===== src/rtl/fifo_arb_pkg.sv =====
// fifo_arb_pkg: shared types and sizing helpers for the async_fifo write-port
// arbiter (fifo_wr_arbiter) and its round-robin picker (rr_pick).
//   state_t   - arbiter FSM states
//   id_w      - width of a requester index ($clog2(NREQ))
//   burst_w   - width of a counter that must hold 0..MAX_BURST
//   flush_w   - width of the flush down-counter (holds FLUSH_CYC-1)
//   wrap_idx  - single-step modulo wrap used by the rotating picker
package fifo_arb_pkg;

    typedef enum logic [1:0] {
        IDLE  = 2'd0,
        GRANT = 2'd1,
        FLUSH = 2'd2
    } state_t;

    function automatic int id_w(input int nreq);
        return (nreq > 1) ? $clog2(nreq) : 1;
    endfunction

    function automatic int burst_w(input int max_burst);
        return $clog2(max_burst + 1);
    endfunction

    function automatic int flush_w(input int flush_cyc);
        return (flush_cyc > 1) ? $clog2(flush_cyc) : 1;
    endfunction

    // Callers guarantee i < 2*n, so one subtraction is enough.
    function automatic int wrap_idx(input int i, input int n);
        return (i >= n) ? i - n : i;
    endfunction

endpackage


===== src/rtl/rr_pick.sv =====
// rr_pick: combinational round-robin picker.
//   req     in   NREQ   request vector
//   last    in   ID_W   last grantee; search starts at last+1
//   gnt     out  NREQ   one-hot winner (all zero when no request)
//   gnt_idx out  ID_W   index of the winner (0 when no request)
// The request vector is rotated so that last+1 lands at bit 0, the lowest
// set bit is taken, and the position is rotated back to an absolute index.
module rr_pick
    import fifo_arb_pkg::*;
#(
    parameter int NREQ = 4,
    parameter int ID_W = 2
) (
    input  logic [NREQ-1:0] req,
    input  logic [ID_W-1:0] last,
    output logic [NREQ-1:0] gnt,
    output logic [ID_W-1:0] gnt_idx
);

    logic [NREQ-1:0] rot;
    int              base;
    int              pick;
    int              win;

    always_comb begin
        rot     = '0;
        gnt     = '0;
        gnt_idx = '0;
        base    = wrap_idx(int'(last) + 1, NREQ);
        pick    = 0;
        win     = 0;
        for (int k = 0; k < NREQ; k++) begin
            rot[k] = req[wrap_idx(base + k, NREQ)];
        end
        // Scan downwards so the lowest set rotated bit wins.
        for (int k = NREQ - 1; k >= 0; k--) begin
            if (rot[k]) pick = k;
        end
        win = wrap_idx(base + pick, NREQ);
        if (|rot) begin
            gnt[win] = 1'b1;
            gnt_idx  = ID_W'(win);
        end
    end

endmodule


===== src/rtl/fifo_wr_arbiter.sv =====
// fifo_wr_arbiter: round-robin, burst-based arbiter sharing the single write
// port of async_fifo among NREQ requesters; also sequences write-pointer
// flushes and latches over_flow as a sticky error. Write-clock domain only.
//   wclk, wrst       clock; synchronous active-high reset
//   req_valid/data   per-requester word and valid (lane i = [i*DSIZE +: DSIZE])
//   req_ready        per-requester accept, at most one bit high
//   fifo_full/near_full/over_flow   status from async_fifo
//   flush_req        single-cycle request to clear the FIFO write pointer
//   fifo_wen/wdata/wptr_clr         to async_fifo
//   grant_id         current or last grantee
//   busy             FSM not idle
//   ovf_err          sticky overflow error
module fifo_wr_arbiter
    import fifo_arb_pkg::*;
#(
    parameter int DSIZE     = 8,
    parameter int NREQ      = 4,
    parameter int MAX_BURST = 4,
    parameter int FLUSH_CYC = 2
) (
    input  logic                    wclk,
    input  logic                    wrst,
    input  logic [NREQ-1:0]         req_valid,
    input  logic [NREQ*DSIZE-1:0]   req_data,
    output logic [NREQ-1:0]         req_ready,
    input  logic                    fifo_full,
    input  logic                    fifo_near_full,
    input  logic                    fifo_over_flow,
    input  logic                    flush_req,
    output logic                    fifo_wen,
    output logic [DSIZE-1:0]        fifo_wdata,
    output logic                    fifo_wptr_clr,
    output logic [$clog2(NREQ)-1:0] grant_id,
    output logic                    busy,
    output logic                    ovf_err
);

    localparam int ID_W = id_w(NREQ);
    localparam int BW   = burst_w(MAX_BURST);
    localparam int FW   = flush_w(FLUSH_CYC);

    state_t          state, state_nxt;
    logic [BW-1:0]   burst_cnt;
    logic [BW-1:0]   burst_lim;
    logic [FW-1:0]   flush_cnt;
    logic [NREQ-1:0] pick_oh;
    logic [ID_W-1:0] pick_idx;
    logic            xfer;
    logic            flush_entry;

    rr_pick #(.NREQ(NREQ), .ID_W(ID_W)) u_pick (
        .req     (req_valid),
        .last    (grant_id),
        .gnt     (pick_oh),
        .gnt_idx (pick_idx)
    );

    assign fifo_wptr_clr = (state == FLUSH);
    assign busy          = (state != IDLE);
    assign flush_entry   = (state != FLUSH) && (state_nxt == FLUSH);

    always_comb begin
        state_nxt  = state;
        req_ready  = '0;
        xfer       = 1'b0;
        fifo_wen   = 1'b0;
        fifo_wdata = '0;
        unique case (state)
            IDLE: begin
                if (flush_req)                  state_nxt = FLUSH;
                else if (|pick_oh && !fifo_full) state_nxt = GRANT;
            end
            GRANT: begin
                // Ready is gated by full in the same cycle, so this block
                // can never write into a full FIFO.
                req_ready[grant_id] = !fifo_full;
                xfer                = req_valid[grant_id] && !fifo_full;
                fifo_wen            = xfer;
                if (xfer) fifo_wdata = req_data[int'(grant_id)*DSIZE +: DSIZE];
                // A flush still lets this cycle's word through.
                if (flush_req)
                    state_nxt = FLUSH;
                else if ((xfer && burst_cnt == burst_lim - BW'(1)) ||
                         !req_valid[grant_id] || fifo_full)
                    state_nxt = IDLE;
            end
            FLUSH: begin
                if (flush_cnt == '0) state_nxt = IDLE;
            end
            default: state_nxt = IDLE;
        endcase
    end

    always_ff @(posedge wclk) begin
        if (wrst) begin
            state     <= IDLE;
            grant_id  <= ID_W'(NREQ - 1);
            burst_cnt <= '0;
            burst_lim <= '0;
            flush_cnt <= '0;
            ovf_err   <= 1'b0;
        end else begin
            state <= state_nxt;

            // Set wins over the flush-entry clear.
            if (fifo_over_flow)   ovf_err <= 1'b1;
            else if (flush_entry) ovf_err <= 1'b0;

            case (state)
                IDLE: begin
                    if (state_nxt == GRANT) begin
                        grant_id  <= pick_idx;
                        burst_lim <= fifo_near_full ? BW'(1) : BW'(MAX_BURST);
                        burst_cnt <= '0;
                    end
                end
                GRANT: begin
                    if (state_nxt != GRANT) burst_cnt <= '0;
                    else if (xfer)          burst_cnt <= burst_cnt + BW'(1);
                end
                default: ;
            endcase

            // Loaded with FLUSH_CYC-1 so FLUSH lasts exactly FLUSH_CYC cycles;
            // flush_req seen while flushing does not reload it.
            if (flush_entry)
                flush_cnt <= FW'(FLUSH_CYC - 1);
            else if (state == FLUSH && flush_cnt != '0)
                flush_cnt <= flush_cnt - FW'(1);
        end
    end

endmodule


===== config.mk =====
export PLATFORM = sky130hd
export DESIGN_NAME = fifo_wr_arbiter
export DESIGN_NICKNAME = d
export VERILOG_FILES = /design/src/rtl/fifo_arb_pkg.sv /design/src/rtl/rr_pick.sv /design/src/rtl/fifo_wr_arbiter.sv
export SDC_FILE = /design/constraint.sdc
export NUM_CORES = 1
export LEC_CHECK = 0
export CORE_ASPECT_RATIO = 0.8
export CORE_MARGIN = 5
export CORE_UTILIZATION = 43
export CTS_CLUSTER_DIAMETER = 150
export CTS_CLUSTER_SIZE = 25
export DETAILED_ROUTE_END_ITERATION = 6
export PLACE_DENSITY_LB_ADDON = 0.15
export SLEW_MARGIN = 10
export SYNTH_ARGS = -nofsm -noshare
export SYNTH_HDL_FRONTEND = slang
export SYNTH_SLANG_ARGS = --single-unit

===== constraint.sdc =====
create_clock -name wclk -period 4.75 [get_ports wclk]
set_input_delay 0.95 -clock wclk [delete_from_list [all_inputs] [get_ports wclk]]
set_output_delay 0.95 -clock wclk [all_outputs]
set_load 0.01 [all_outputs]

==> impl_metrics.yaml, run 1 <==
die:
  die_h_um: 61.18
  die_x_um: 73.97
  core-area_mm2: 0.003108
  rows: 18
  start_util_pct: 45.29
  die_area_mm2: 0.004525
  boundaryPins: 60
setup_path:
  crit_required_ns: 4.92
  worst_path_most_repeated_cell: "inv_1"
  path_buf_inv: 5
  reg2reg_from: "grant_id[0]$_SDFFE_PP1P_"
  start_kind: "input pin"
  endpoint_kind: "flip-flop"
  startpoint: "req_valid[3]"
  worstPathMaxFanout: 8
  slowest_stage: "clkdlybuf4s50_1"
  crit_chain: "clkdlybuf4s50_1, nand2b_1, nor3_1, a21oi_1, o22ai_1, inv_1, fa_1, inv_1, ha_1, inv_1, ha_1, nand4b_2, nor3_2, nand4_1, a211oi_4, buf_4, mux2i_1"
  criticalPathCategory: "input pin to flip-flop"
  cpPeakStageDelay_ns: 0.53
  cp.arrival_ns: 4.48
  cp_top_family: "buffers and inverters"
route:
  avgViaCountPerCell: 5.555
  route.detailed.drc: 0
  routed_wl_um: 3997
  wl_per_cell_um: 15.20
  drt-pass1-iter-count: 4
  drtIter0Drc: 97
  routed-via-count: 1461
  antenna_left: 0
sta:
  finalCritPeriodShare_pct: 90.82
  slew_viol_final: 0
  tightestPinTransition_ns: 0.5662
  hold_viol_final: 0
  slew_headroom_pct: 62.18
  fin_skew_ns: 0.002342
  finalSetupTns_ns: 0
  post-route-min-period_ns: 4.314
  clock.fmax_mhz: 231.8
  grt_setup_unrepaired: "no"
  finalSetupViolCount: 0
global_routing:
  gr-usage-met1_pct: 23.21
  antenna_found_initial: 0
  grt_max_degree: 23
  grtUsageTotal_pct: 18.54
  grt_util_met3_pct: 3.752
  grt_pass1_vias: 1443
  grt_overflow: 0
  met2_usage_pct: 33.46
  top_usage_layer: "met2"
  grt_pass1_wl_um: 6727
cells_and_area:
  nets: 283
  fill_cells: 244
  mostFrequentLayoutCells: "clkdlybuf4s50_1, nor2_1, ha_1"
  syn2layout_area_growth_pct: 47.38
  antenna_cells: 0
  multi_input_area_mm2: 0.001090
  layout_commonest_cell: "clkdlybuf4s50_1"
  drive_gt1_share_pct: 10.31
  fin_cells: 263
  seq_area_um2: 220.2
run_status:
  status: "completed"
cts:
  htree_levels: 1
  postCtsSetupBuffers: 0
  cts_tree: "built"
  cts.reportedPaths.clkPinSlew_ns: 0.05
  clkSinkCount: 11
  cts_buffers: 3
  clkLatencyLatePin_ns: 0.24
  cts_resized: 0
  cts_hold_buf: 0
  root_buffer: "clkbuf_8"
  cts.path.max_buffers: 2
synth:
  synth_area_leaders: "dfxtp_1, mux4_2, ha_1"
  synth_area_mm2: 0.001408
  yosys.area.top_type_share_pct: 15.64
  synth-compound-area-share_pct: 12.36
  ys.warnings.count: 0
  synth_fa_ha_area_share_pct: 15.64
  ys.flop_type: "dfxtp_1"
  synth_area_leader_cell: "dfxtp_1"
  synth_edf_count: 0
  async_reset_ff_share_pct: 0
  synth_nets: 224
  synth_cell_types: 45
  yosysSeqAreaShare_pct: 15.64
  synth_top_family_by_area: "simple AND/OR/NAND/NOR gates"
  ys_ff_latch: 11
  syn_avg_cell_area_um2: 8.531
  synthMuxAreaShare_pct: 17.60
  syn_inst: 165
  synth-simple-area-share_pct: 29.96
  synth_xor_xnor_area_share_pct: 1.867
min_path:
  hp-start: "flush_cnt$_SDFFE_PP0P_"
  hold_class: "flip-flop to flip-flop"
pwr:
  powerDensity_mw_per_mm2: 201.7
  vdd_drop_max_v: 0.0001391
  p_leak_nw: 0.8268
job:
  max_cap_viol_count: 0
placed_design:
  place_congestion: 0.9102
  portBuffers: 59
  placedCellCount: 259
  place_hpwl_um: 3250
==> synthesized netlist by cell type (2+ instances only) <==
| cell type | number |
|---|---|
| nor2_1 | 17 |
| ha_1 | 16 |
| inv_1 | 15 |
| nor2b_1 | 13 |
| dfxtp_1 | 11 |
| nand2_1 | 11 |
| mux4_2 | 9 |
| nor3_1 | 8 |
| a21oi_1 | 7 |
| and3_1 | 7 |
| o21ai_0 | 4 |
| a31oi_1 | 3 |
| clkbuf_1 | 3 |
| mux2i_1 | 3 |
| clkbuf_2 | 2 |
| nand2b_1 | 2 |
| nand4_1 | 2 |
| nor4_1 | 2 |
| o21a_1 | 2 |
| o41ai_1 | 2 |
| xnor2_1 | 2 |
==> power by group <==
group / internal, W / switching, W
Sequential: 0.000104 / 0.00000865
Combinational: 0.000114 / 0.0000985
Clock: 0.0000589 / 0.0000343
Total: 0.000277 / 0.000142
==> kinds of logic after synthesis <==
family | count (synthesis)
compound gates | 25
flops | 11
simple gates | 73
mux | 13
xor+xnor | 3
fa+ha+maj | 17
buf+inv | 23
==> layer usage <==
| layer | vias to the layer above | share of wire [%] |
|---|---|---|
| li1 | 711 | - |
| met1 | 690 | 42 |
| met2 | 54 | 49 |
| met3 | 6 | 7.4 |
| met4 | 0 | 0.93 |
| met5 | - | 0 |
==> layout make-up <==
cell class / count / share of cell area, %
multi-input cells: 131 / 52.53
repair buffers: 62 / 29.55
flip-flops and latches: 11 / 10.62
inverters: 15 / 2.714
well taps: 40 / 2.413
clock buffers: 4 / 2.171
==> worst min-delay path, delay by kind of cell, from the launching register on <==
kind / cells / cell delay, ns
flops: 1 / 0.31
simple gates: 1 / 0.05
compound gates: 1 / 0.06
==> worst paths after layout <==
kind	end	slack, ns	cells after the start
max	burst_lim[0]$_SDFFE_PP0P_	0.44	17
min	state[1]$_SDFF_PP0_	0.47	2
max reg2reg	burst_lim[0]$_SDFFE_PP0P_	0.90	18
min reg2reg	state[1]$_SDFF_PP0_	0.47	2
==> per-stage QoR <==
stage	power [W]	hold slack [ns]	util (%)	cell area [um2]	worst slack [ns]
floorplan	0.0002536	0.4329	-	1408	0.5183
global placement	0.0003148	0.4415	65.30	2029	0.4460
detailed placement	0.0003246	0.4542	65.30	2029	0.2141
CTS	0.0004212	0.4616	66.75	2074	0.4593
global route	0.0004513	0.4909	66.75	2074	0.1001
finish	0.0004185	0.4681	66.75	2074	0.4358
==> sequential cells by signal, indices dropped and copies added (netlist names) <==
signal / flops
grant_id: 2
burst_lim: 2
burst_cnt: 3
ovf_err: 1
state: 2
flush_cnt: 1
Power figures use the tool's default switching activity.
==> inputs of run 2 (changes only) <==
--- a/config.mk
+++ b/config.mk
@@ -6,7 +6,7 @@
 export NUM_CORES = 1
 export LEC_CHECK = 0
 export CORE_ASPECT_RATIO = 0.8
-export CORE_MARGIN = 5
+export CORE_MARGIN = 3
 export CORE_UTILIZATION = 43
 export CTS_CLUSTER_DIAMETER = 150
 export CTS_CLUSTER_SIZE = 25
==> impl_metrics.yaml, run 2 (synthesized netlist as in run 1, its figures left out) <==
run_status:
  status: "completed"
cts:
  postCtsSetupBuffers: 0
  cts_tree: "built"
  cts.path.max_buffers: 2
  htree_levels: 1
  root_buffer: "clkbuf_8"
  cts_hold_buf: 0
  cts_buffers: 3
  cts_resized: 0
  cts.reportedPaths.clkPinSlew_ns: 0.05
  clkLatencyLatePin_ns: 0.24
  clkSinkCount: 11
placed_design:
  place_ws_ns: 0.2443
  postPlaceCellArea_mm2: 0.002027
  portBuffers: 59
  placedCellCount: 257
  place_congestion: 0.8428
  place_hpwl_um: 3227
cells_and_area:
  largest_register_ffs: 3
  regMostFlops: "burst_cnt"
  syn2layout_area_growth_pct: 47.20
  drive_gt1_share_pct: 10.31
  design_area_mm2: 0.002072
  layout_commonest_cell: "clkdlybuf4s50_1"
  fill_cells: 235
  antenna_cells: 0
  mostFrequentLayoutCells: "clkdlybuf4s50_1, nor2_1, ha_1"
  nets: 283
  fin_cells: 261
die:
  die_area_mm2: 0.004000
  start_util_pct: 47.95
  boundaryPins: 60
  die_x_um: 69.97
  core-area_mm2: 0.002935
  die_h_um: 57.18
  rows: 17
setup_path:
  cp.arrival_ns: 4.38
  startpoint: "req_valid[3]"
  path_buf_inv: 5
  start_kind: "input pin"
  criticalPathCategory: "input pin to flip-flop"
  cp_top_family: "compound AO/OA/AOI/OAI gates"
  worstPathMaxFanout: 8
  crit_chain: "clkdlybuf4s50_1, nand2b_1, nor3_1, a21oi_1, o22ai_1, inv_1, fa_1, inv_1, ha_1, inv_1, ha_1, and4bb_2, o21ai_0, a21oi_1, a211oi_4, buf_4, o41ai_1"
  slowest_stage: "clkdlybuf4s50_1"
  worst_path_most_repeated_cell: "inv_1"
  reg2reg_from: "grant_id[0]$_SDFFE_PP1P_"
  endpoint_kind: "flip-flop"
  cpPeakStageDelay_ns: 0.53
  crit_required_ns: 4.87
pwr:
  p_leak_nw: 0.8268
  finalPower_w: 0.0004195
  vdd_drop_max_v: 0.0001538
  powerDensity_mw_per_mm2: 202.5
sta:
  tightestPinTransition_ns: 0.5548
  grt_setup_unrepaired: "no"
  finalSetupTns_ns: 0
  post-route-min-period_ns: 4.262
  clock.fmax_mhz: 234.6
  hold_viol_final: 0
  slew_viol_final: 0
  timing.final.ws_setup_ns: 0.4882
  slew_headroom_pct: 62.94
  finalCritPeriodShare_pct: 89.72
  fin_skew_ns: 0.001895
  finalSetupViolCount: 0
global_routing:
  grt_overflow: 0
  grt_pass1_wl_um: 6768
  grt_max_degree: 23
  antenna_found_initial: 0
  grt_pass1_vias: 1398
  grtUsageTotal_pct: 20.47
job:
  max_cap_viol_count: 0
min_path:
  hold_class: "flip-flop to flip-flop"
  hp-start: "flush_cnt$_SDFFE_PP0P_"
route:
  avgViaCountPerCell: 5.510
  drtIter0Drc: 80
  route.detailed.drc: 0
  wl_per_cell_um: 15.39
  drt-pass1-iter-count: 4
  routed-via-count: 1438
  routed_wl_um: 4018
  antenna_left: 0
run 2: routing by layer:
layer / wire [um] / global-route usage [%] / up-vias
met5: 0 / 0 / -
met4: 19 / 1.639 / 0
met3: 192 / 3.345 / 6
met2: 2052 / 38.76 / 54
met1: 1754 / 25.48 / 665
li1: - / - / 713
run 2: power breakdown:
part | switching [W] | internal, W
clock network | 0.0000373 | 0.0000591
logic | 0.0000956 | 0.000114
registers | 0.00000944 | 0.000104
total | 0.000142 | 0.000277
run 2: area by class of cell:
| cell class | count | area (um2) | area share, % |
|---|---|---|---|
| clock buffers | 4 | 45.04 | 2.174 |
| inverters | 15 | 56.30 | 2.717 |
| multi-input cells | 131 | 1090 | 52.60 |
| repair buffers | 62 | 613.1 | 29.59 |
| flip-flops and latches | 11 | 220.2 | 10.63 |
| well taps | 38 | 47.55 | 2.295 |
run 2: worst min-delay path, delay by kind of cell (launching register included):
kind / cells / cell delay, ns
AND/OR/NAND/NOR: 1 / 0.05
AO/OA/AOI/OAI: 1 / 0.07
flip-flops: 1 / 0.30
run 2: path summary, 6_finish.rpt:
| check | endpoint | slack [ns] | depth (start not counted) |
|---|---|---|---|
| setup / recovery | burst_cnt[0]$_SDFFE_PP0P_ | 0.49 | 17 |
| hold / removal | state[1]$_SDFF_PP0_ | 0.48 | 2 |
| setup reg to reg | burst_cnt[0]$_SDFFE_PP0P_ | 0.98 | 18 |
| hold reg to reg | state[1]$_SDFF_PP0_ | 0.48 | 2 |
run 2: per-stage QoR:
stage / utilization [%] / hold WS, ns
2_1_floorplan: - / 0.4329
3_3_place_gp: 69.05 / 0.4450
6_report: 70.59 / 0.4771
3_5_place_dp: 69.05 / 0.4599
4_1_cts: 70.59 / 0.4693
5_1_grt: 70.59 / 0.5023
